<file path="src/rtl/pet_bus_pkg.sv">
// Shared definitions for the PET bus bridge.
// Holds the Pi memory-access FSM encoding, the default RAM strobe width and the
// SPI command-stage state encoding used by the command front end.
package pet_bus_pkg;

  // Default number of cycles a RAM strobe is held low (legal range 1..7).
  localparam int unsigned STROBE_CYCLES_DEFAULT = 2;

  // Pi memory-access FSM. These encodings appear on the debug state port.
  typedef enum logic [2:0] {
    StIdle     = 3'd0,
    StWaitSlot = 3'd1,
    StSetup    = 3'd2,
    StStrobe   = 3'd3,
    StHold     = 3'd4,
    StDone     = 3'd5
  } pi_state_e;

  // SPI command-stage FSM.
  typedef enum logic [2:0] {
    SpiIdle     = 3'd0,
    SpiCmd      = 3'd1,
    SpiAddrHi   = 3'd2,
    SpiAddrLo   = 3'd3,
    SpiData     = 3'd4,
    SpiWaitDone = 3'd5
  } spi_state_e;

  // True in the states where the access owns the RAM bus.
  function automatic logic pi_state_owns_bus(input pi_state_e s);
    return (s == StSetup) || (s == StStrobe) || (s == StHold);
  endfunction

endpackage

</file>
<file path="src/rtl/pi_mem_access.sv">
// Pi-side RAM access sequencer.
// Accepts a level request from the SPI command stage, waits for a free CPU bus
// slot, then runs SETUP / STROBE / HOLD against the RAM and reports completion.
//
// Ports:
//   sys_clk, reset             clock, asynchronous active-high reset
//   pi_addr, pi_wr_data,       request address / write data / 1=read 0=write
//   pi_rw_b, pi_pending        pi_pending rising edge starts an access
//   pi_done, pi_rd_data        completion flag (held until pending drops), read data
//   pi_slot                    one-cycle strobe: bus free from the next cycle
//   ram_addr, ram_data_out,    RAM address, write data, data-bus drive enable
//   ram_data_oe, ram_data_in   and RAM read data
//   ram_oe_n, ram_we_n         active-low RAM strobes
//   state                      current FSM state for debug
module pi_mem_access
  import pet_bus_pkg::*;
#(
  parameter int unsigned STROBE_CYCLES = STROBE_CYCLES_DEFAULT,
  parameter int unsigned ADDR_WIDTH    = 17
) (
  input  logic                  sys_clk,
  input  logic                  reset,
  input  logic [ADDR_WIDTH-1:0] pi_addr,
  input  logic [7:0]            pi_wr_data,
  input  logic                  pi_rw_b,
  input  logic                  pi_pending,
  output logic                  pi_done,
  output logic [7:0]            pi_rd_data,
  input  logic                  pi_slot,
  output logic [ADDR_WIDTH-1:0] ram_addr,
  output logic [7:0]            ram_data_out,
  output logic                  ram_data_oe,
  input  logic [7:0]            ram_data_in,
  output logic                  ram_oe_n,
  output logic                  ram_we_n,
  output logic [2:0]            state
);

  localparam logic [2:0] StrobeLast = 3'(STROBE_CYCLES - 1);

  pi_state_e             state_q, state_d;
  logic [2:0]            cnt_q, cnt_d;
  logic                  pend_prev_q;
  logic [ADDR_WIDTH-1:0] addr_q, addr_d;
  logic [7:0]            wdata_q, wdata_d;
  logic                  rw_q, rw_d;
  logic                  done_q, done_d;
  logic [7:0]            rd_data_q, rd_data_d;
  logic [ADDR_WIDTH-1:0] ram_addr_q, ram_addr_d;
  logic [7:0]            ram_data_out_q, ram_data_out_d;
  logic                  ram_data_oe_q, ram_data_oe_d;
  logic                  ram_oe_n_q, ram_oe_n_d;
  logic                  ram_we_n_q, ram_we_n_d;

  always_comb begin
    state_d        = state_q;
    cnt_d          = cnt_q;
    addr_d         = addr_q;
    wdata_d        = wdata_q;
    rw_d           = rw_q;
    done_d         = done_q;
    rd_data_d      = rd_data_q;
    ram_addr_d     = ram_addr_q;
    ram_data_out_d = ram_data_out_q;

    case (state_q)
      StIdle: begin
        done_d = 1'b0;
        if (pi_pending && !pend_prev_q) begin
          addr_d  = pi_addr;
          wdata_d = pi_wr_data;
          rw_d    = pi_rw_b;
          state_d = StWaitSlot;
        end
      end
      StWaitSlot: begin
        if (!pi_pending) begin
          state_d = StIdle;
        end else if (pi_slot) begin
          // Address and write data are registered on entry so they are valid
          // for the whole SETUP cycle.
          state_d    = StSetup;
          ram_addr_d = addr_q;
          if (!rw_q) begin
            ram_data_out_d = wdata_q;
          end
        end
      end
      StSetup: begin
        state_d = StStrobe;
        cnt_d   = 3'd0;
      end
      StStrobe: begin
        // pi_pending is deliberately ignored here: a started strobe always completes.
        if (cnt_q == StrobeLast) begin
          state_d = StHold;
          if (rw_q) begin
            rd_data_d = ram_data_in;
          end
        end else begin
          cnt_d = cnt_q + 3'd1;
        end
      end
      StHold: begin
        if (pi_pending) begin
          state_d = StDone;
          done_d  = 1'b1;
        end else begin
          state_d = StIdle;
          done_d  = 1'b0;
        end
      end
      StDone: begin
        if (!pi_pending) begin
          state_d = StIdle;
          done_d  = 1'b0;
        end
      end
      default: begin
        state_d = StIdle;
        done_d  = 1'b0;
      end
    endcase

    // Bus controls are registered from the next state so the strobes come
    // straight off flops and cannot glitch.
    ram_oe_n_d    = !((state_d == StStrobe) && rw_q);
    ram_we_n_d    = !((state_d == StStrobe) && !rw_q);
    ram_data_oe_d = pi_state_owns_bus(state_d) && !rw_q;
  end

  always_ff @(posedge sys_clk or posedge reset) begin
    if (reset) begin
      state_q        <= StIdle;
      cnt_q          <= 3'd0;
      pend_prev_q    <= 1'b0;
      addr_q         <= '0;
      wdata_q        <= 8'h00;
      rw_q           <= 1'b1;
      done_q         <= 1'b0;
      rd_data_q      <= 8'h00;
      ram_addr_q     <= '0;
      ram_data_out_q <= 8'h00;
      ram_data_oe_q  <= 1'b0;
      ram_oe_n_q     <= 1'b1;
      ram_we_n_q     <= 1'b1;
    end else begin
      state_q        <= state_d;
      cnt_q          <= cnt_d;
      pend_prev_q    <= pi_pending;
      addr_q         <= addr_d;
      wdata_q        <= wdata_d;
      rw_q           <= rw_d;
      done_q         <= done_d;
      rd_data_q      <= rd_data_d;
      ram_addr_q     <= ram_addr_d;
      ram_data_out_q <= ram_data_out_d;
      ram_data_oe_q  <= ram_data_oe_d;
      ram_oe_n_q     <= ram_oe_n_d;
      ram_we_n_q     <= ram_we_n_d;
    end
  end

  assign pi_done      = done_q;
  assign pi_rd_data   = rd_data_q;
  assign ram_addr     = ram_addr_q;
  assign ram_data_out = ram_data_out_q;
  assign ram_data_oe  = ram_data_oe_q;
  assign ram_oe_n     = ram_oe_n_q;
  assign ram_we_n     = ram_we_n_q;
  assign state        = state_q;

endmodule

</file>
<file path="config.mk">
export PLATFORM = sky130hd
export DESIGN_NAME = pi_mem_access
export DESIGN_NICKNAME = d
export VERILOG_FILES = /design/src/rtl/pet_bus_pkg.sv /design/src/rtl/pi_mem_access.sv
export SDC_FILE = /design/constraint.sdc
export NUM_CORES = 1
export LEC_CHECK = 0
export ABC_AREA = 1
export CELL_PAD_IN_SITES_DETAIL_PLACEMENT = 1
export CELL_PAD_IN_SITES_GLOBAL_PLACEMENT = 1
export CORE_ASPECT_RATIO = 1.1
export CORE_UTILIZATION = 36
export CTS_CLUSTER_SIZE = 14
export DETAILED_ROUTE_END_ITERATION = 16
export PLACE_DENSITY = 0.8
export SLEW_MARGIN = 20
export SYNTH_ARGS = -nofsm -noshare
export SYNTH_HDL_FRONTEND = slang
export SYNTH_SLANG_ARGS = --single-unit
export TNS_END_PERCENT = 30
</file>
<file path="constraint.sdc">
create_clock -name sys_clk -period 3.14 [get_ports sys_clk]
set_clock_uncertainty 0.05 [all_clocks]
set_input_delay 0.628 -clock sys_clk [delete_from_list [all_inputs] [get_ports sys_clk]]
set_output_delay 0.628 -clock sys_clk [all_outputs]
set_load 0.03 [all_outputs]
</file>
==> impl_metrics.py <==
metrics = {
    "yosys": {
        "async_reset_ff_frac": 1.00,
        "yosysTopAreaCell": "dfrtp_1",
        "synth-seq-cells": 70,
        "synth_ff_type": "dfrtp_1",
        "syn_nets": 349,
        "ys_warn_count": 0,
        "synthCells": 309,
        "ys_types": 25,
        "syn_area_um2": 2890,
        "syn_avg_cell_area_um2": 9.35,
        "seq_area_frac_synth": 0.608,
        "netlist_top_cells_area": "dfrtp_1 58%, nand2_1 16%, inv_1 5.8%",
        "yosys-top-cells-count": "123 x nand2_1, 67 x dfrtp_1, 45 x inv_1, 28 x o21ai_0, 8 x o21ai_2",
        "synth_edf_count": 0,
        "synth_most_common_cell": "nand2_1",
        "synth_top_area_share": 0.581,
    },
    "routing": {
        "drt_pass1_iterations": 4,
        "wl_um": 6470,
        "via_per_inst": 4.45,
        "vias": 2220,
        "drtIter0Drc": 79,
        "postRouteAntennaNets": 0,
        "remaining_drc_errors": 0,
        "wire_per_inst_um": 13.0,
    },
    "die": {
        "rows": 33,
        "die_area_um2": 8380,
        "fp.dieW_um": 87.4,
        "initial_core_util": 0.380,
        "die_h_um": 95.9,
        "ios": 78,
        "fp.coreArea_um2": 7600,
    },
    "setup_path": {
        "rrSetupSlack_ns": 1.27,
        "path_max_fanout": 7,
        "r2r_cells": 3,
        "arrival_ns": 1.61,
        "path_depth": 1,
        "critPathKind": "flip-flop to output pin",
        "cp_cell_sequence": "clkdlybuf4s50_1",
        "max_stage_delay_ns": 0.74,
        "end_kind": "output pin",
        "crit_required_ns": 2.46,
        "worst-path-buf-inv": 1,
        "cp_slowest_cell": "clkdlybuf4s50_1",
        "startpoint_type": "flip-flop",
        "crit_family": "buffers and inverters",
    },
    "global_routing": {
        "antenna_found_initial": 0,
        "grt_pass1_vias": 2269,
        "grt_usage": 0.172,
        "grt_pass1_wl_um": 10700,
        "grt_max_degree": 54,
        "grt_overflow": 0,
    },
    "clock_tree": {
        "ctsResizeCount": 0,
        "htreeDepth": 3,
        "clockRootBuffer": "clkbuf_8",
        "cts_tree": "built",
        "numCtsBuffers": 9,
        "clk_pin_slew_ns": 0.08,
        "clk_latency_ns": 0.34,
        "max-clock-path-buffers": 2,
        "cts_sinks": 70,
        "cts_setup_buffers": 0,
        "cts_hold_buf": 0,
    },
    "hold_path": {
        "hold_class": "flip-flop to flip-flop",
        "holdPathStages": 2,
    },
    "sta": {
        "tightest_slew_ns": 0.679,
        "finalSetupTns_ns": 0,
        "slew_headroom": 0.547,
        "slew_viol_final": 0,
        "period_minus_slack_ns": 2.29,
        "rsz0062_at_grt": "no",
        "max_freq_mhz": 437,
        "setup_slack_ns": 0.852,
        "hold_viol_final": 0,
        "post-route-period-util": 0.729,
        "finalSetupViolCount": 0,
    },
    "power_and_ir_drop": {
        "peakVddDrop_uv": 344,
        "internal-power_mw": 2.61,
        "leakage_nw": 2.04,
        "p_sw_frac": 0.370,
        "clkPwrFrac": 0.247,
        "powerDensity_nw_per_um2": 1030,
        "seq_power_share": 0.371,
        "p_comb_frac": 0.382,
        "switching_power_mw": 1.53,
    },
    "layout": {
        "final_util": 0.530,
        "drive_above_1_share": 0.104,
        "synthToLayoutAreaGrowth_pct": 39.3,
        "finalNetCount": 429,
        "n_antenna_cell": 0,
    },
    "placed_design": {
        "portBuffers": 77,
        "pre_cts_slack_ns": 0.681,
        "detailed_place_hpwl_um": 4500,
        "routabilityCongestion": 0.749,
    },
    "flow_run": {
        "max_cap_violations": 0,
    },
    "outcome": {
        "status": "finished, final reports clean",
    },
}
cell type report:
type,count,area [um2]
clock buffers,9,124
fillers,879,3570
inverters,46,173
multi-input cells,184,890
repair buffers,78,791
flip-flops and latches,70,1760
clock inverters,7,160
well taps,105,131
per-stage QoR:
| step | cell area [um2] | cells | power, mW | hold WS [ns] |
|---|---|---|---|---|
| floorplan | 2890 | 309 | 2.49 | 0.392 |
| global placement | 3740 | 483 | 3.08 | 0.402 |
| detailed placement | 3740 | 483 | 3.15 | 0.408 |
| CTS | 4020 | 499 | 4.19 | 0.426 |
| global route | 4020 | 499 | 4.40 | 0.449 |
| finish | 4020 | 499 | 4.14 | 0.421 |
state kept, by name, indices dropped and copies added (netlist names):
| name | flops |
|---|---|
| addr_q | 17 |
| cnt_q | 3 |
| pend_prev_q | 1 |
| pi_done | 1 |
| pi_rd_data | 8 |
| ram_addr | 17 |
| ram_data_oe | 1 |
| ram_data_out | 8 |
| ram_oe_n | 1 |
| ram_we_n | 1 |
| rw_q | 1 |
| state | 3 |
| wdata_q | 8 |
cell families after synthesis:
logic type | synth area share
AND/OR/NAND/NOR | 0.220
flip-flops | 0.608
buffers and inverters | 0.0841
AO/OA/AOI/OAI | 0.0767
adder cells (fa/ha/maj) | 0.00866
XOR/XNOR | 0.00303
power by group through the flow:
stage,sequential [mW],combinational (mW),clock (mW)
6_report,1.54,1.58,1.02
5_1_grt,1.58,1.73,1.08
4_1_cts,1.54,1.61,1.05
3_5_place_dp,1.55,1.60,0
3_3_place_gp,1.54,1.54,0
2_1_floorplan,1.94,0.546,0
layer usage:
metal  global-route usage  vias up  share of wire
met5                    0        -              0
li1                     -     1101              -
met4               0.0861        0          0.019
met1                0.205     1051           0.43
met3               0.0360       10          0.049
met2                0.296       58           0.51
layout by cell type, fill, tap and decap left out:
| cell type | count |
|---|---|
| buf_12 | 1 |
| nand3_1 | 4 |
| nand4_4 | 1 |
| nor2_1 | 2 |
| o22ai_1 | 1 |
| o21ai_0 | 28 |
| nand2_1 | 123 |
| clkdlybuf4s50_1 | 77 |
| nor2_2 | 1 |
| o21ai_1 | 1 |
| clkinv_2 | 2 |
| dfstp_2 | 3 |
| inv_1 | 44 |
| clkbuf_8 | 9 |
| xor2_1 | 1 |
| nor3_1 | 1 |
| bufinv_16 | 5 |
| dfrtp_1 | 67 |
| nand2_2 | 3 |
| nor2_4 | 3 |
| nand4_1 | 2 |
| nand3_4 | 1 |
| nand3_2 | 1 |
| inv_2 | 2 |
| ha_1 | 2 |
| o21ai_2 | 8 |
| nand3b_4 | 1 |
path summary, 6_finish.rpt:
kind                         startpoint            to
max reg2reg                    state[0]     addr_q[8]
min in group asynchronous         reset      state[0]
max in group asynchronous         reset          rw_q
min reg2reg                ram_addr[12]  ram_addr[12]
max                            state[2]      state[2]
min                        ram_addr[12]  ram_addr[12]
Power figures use the tool's default switching activity.
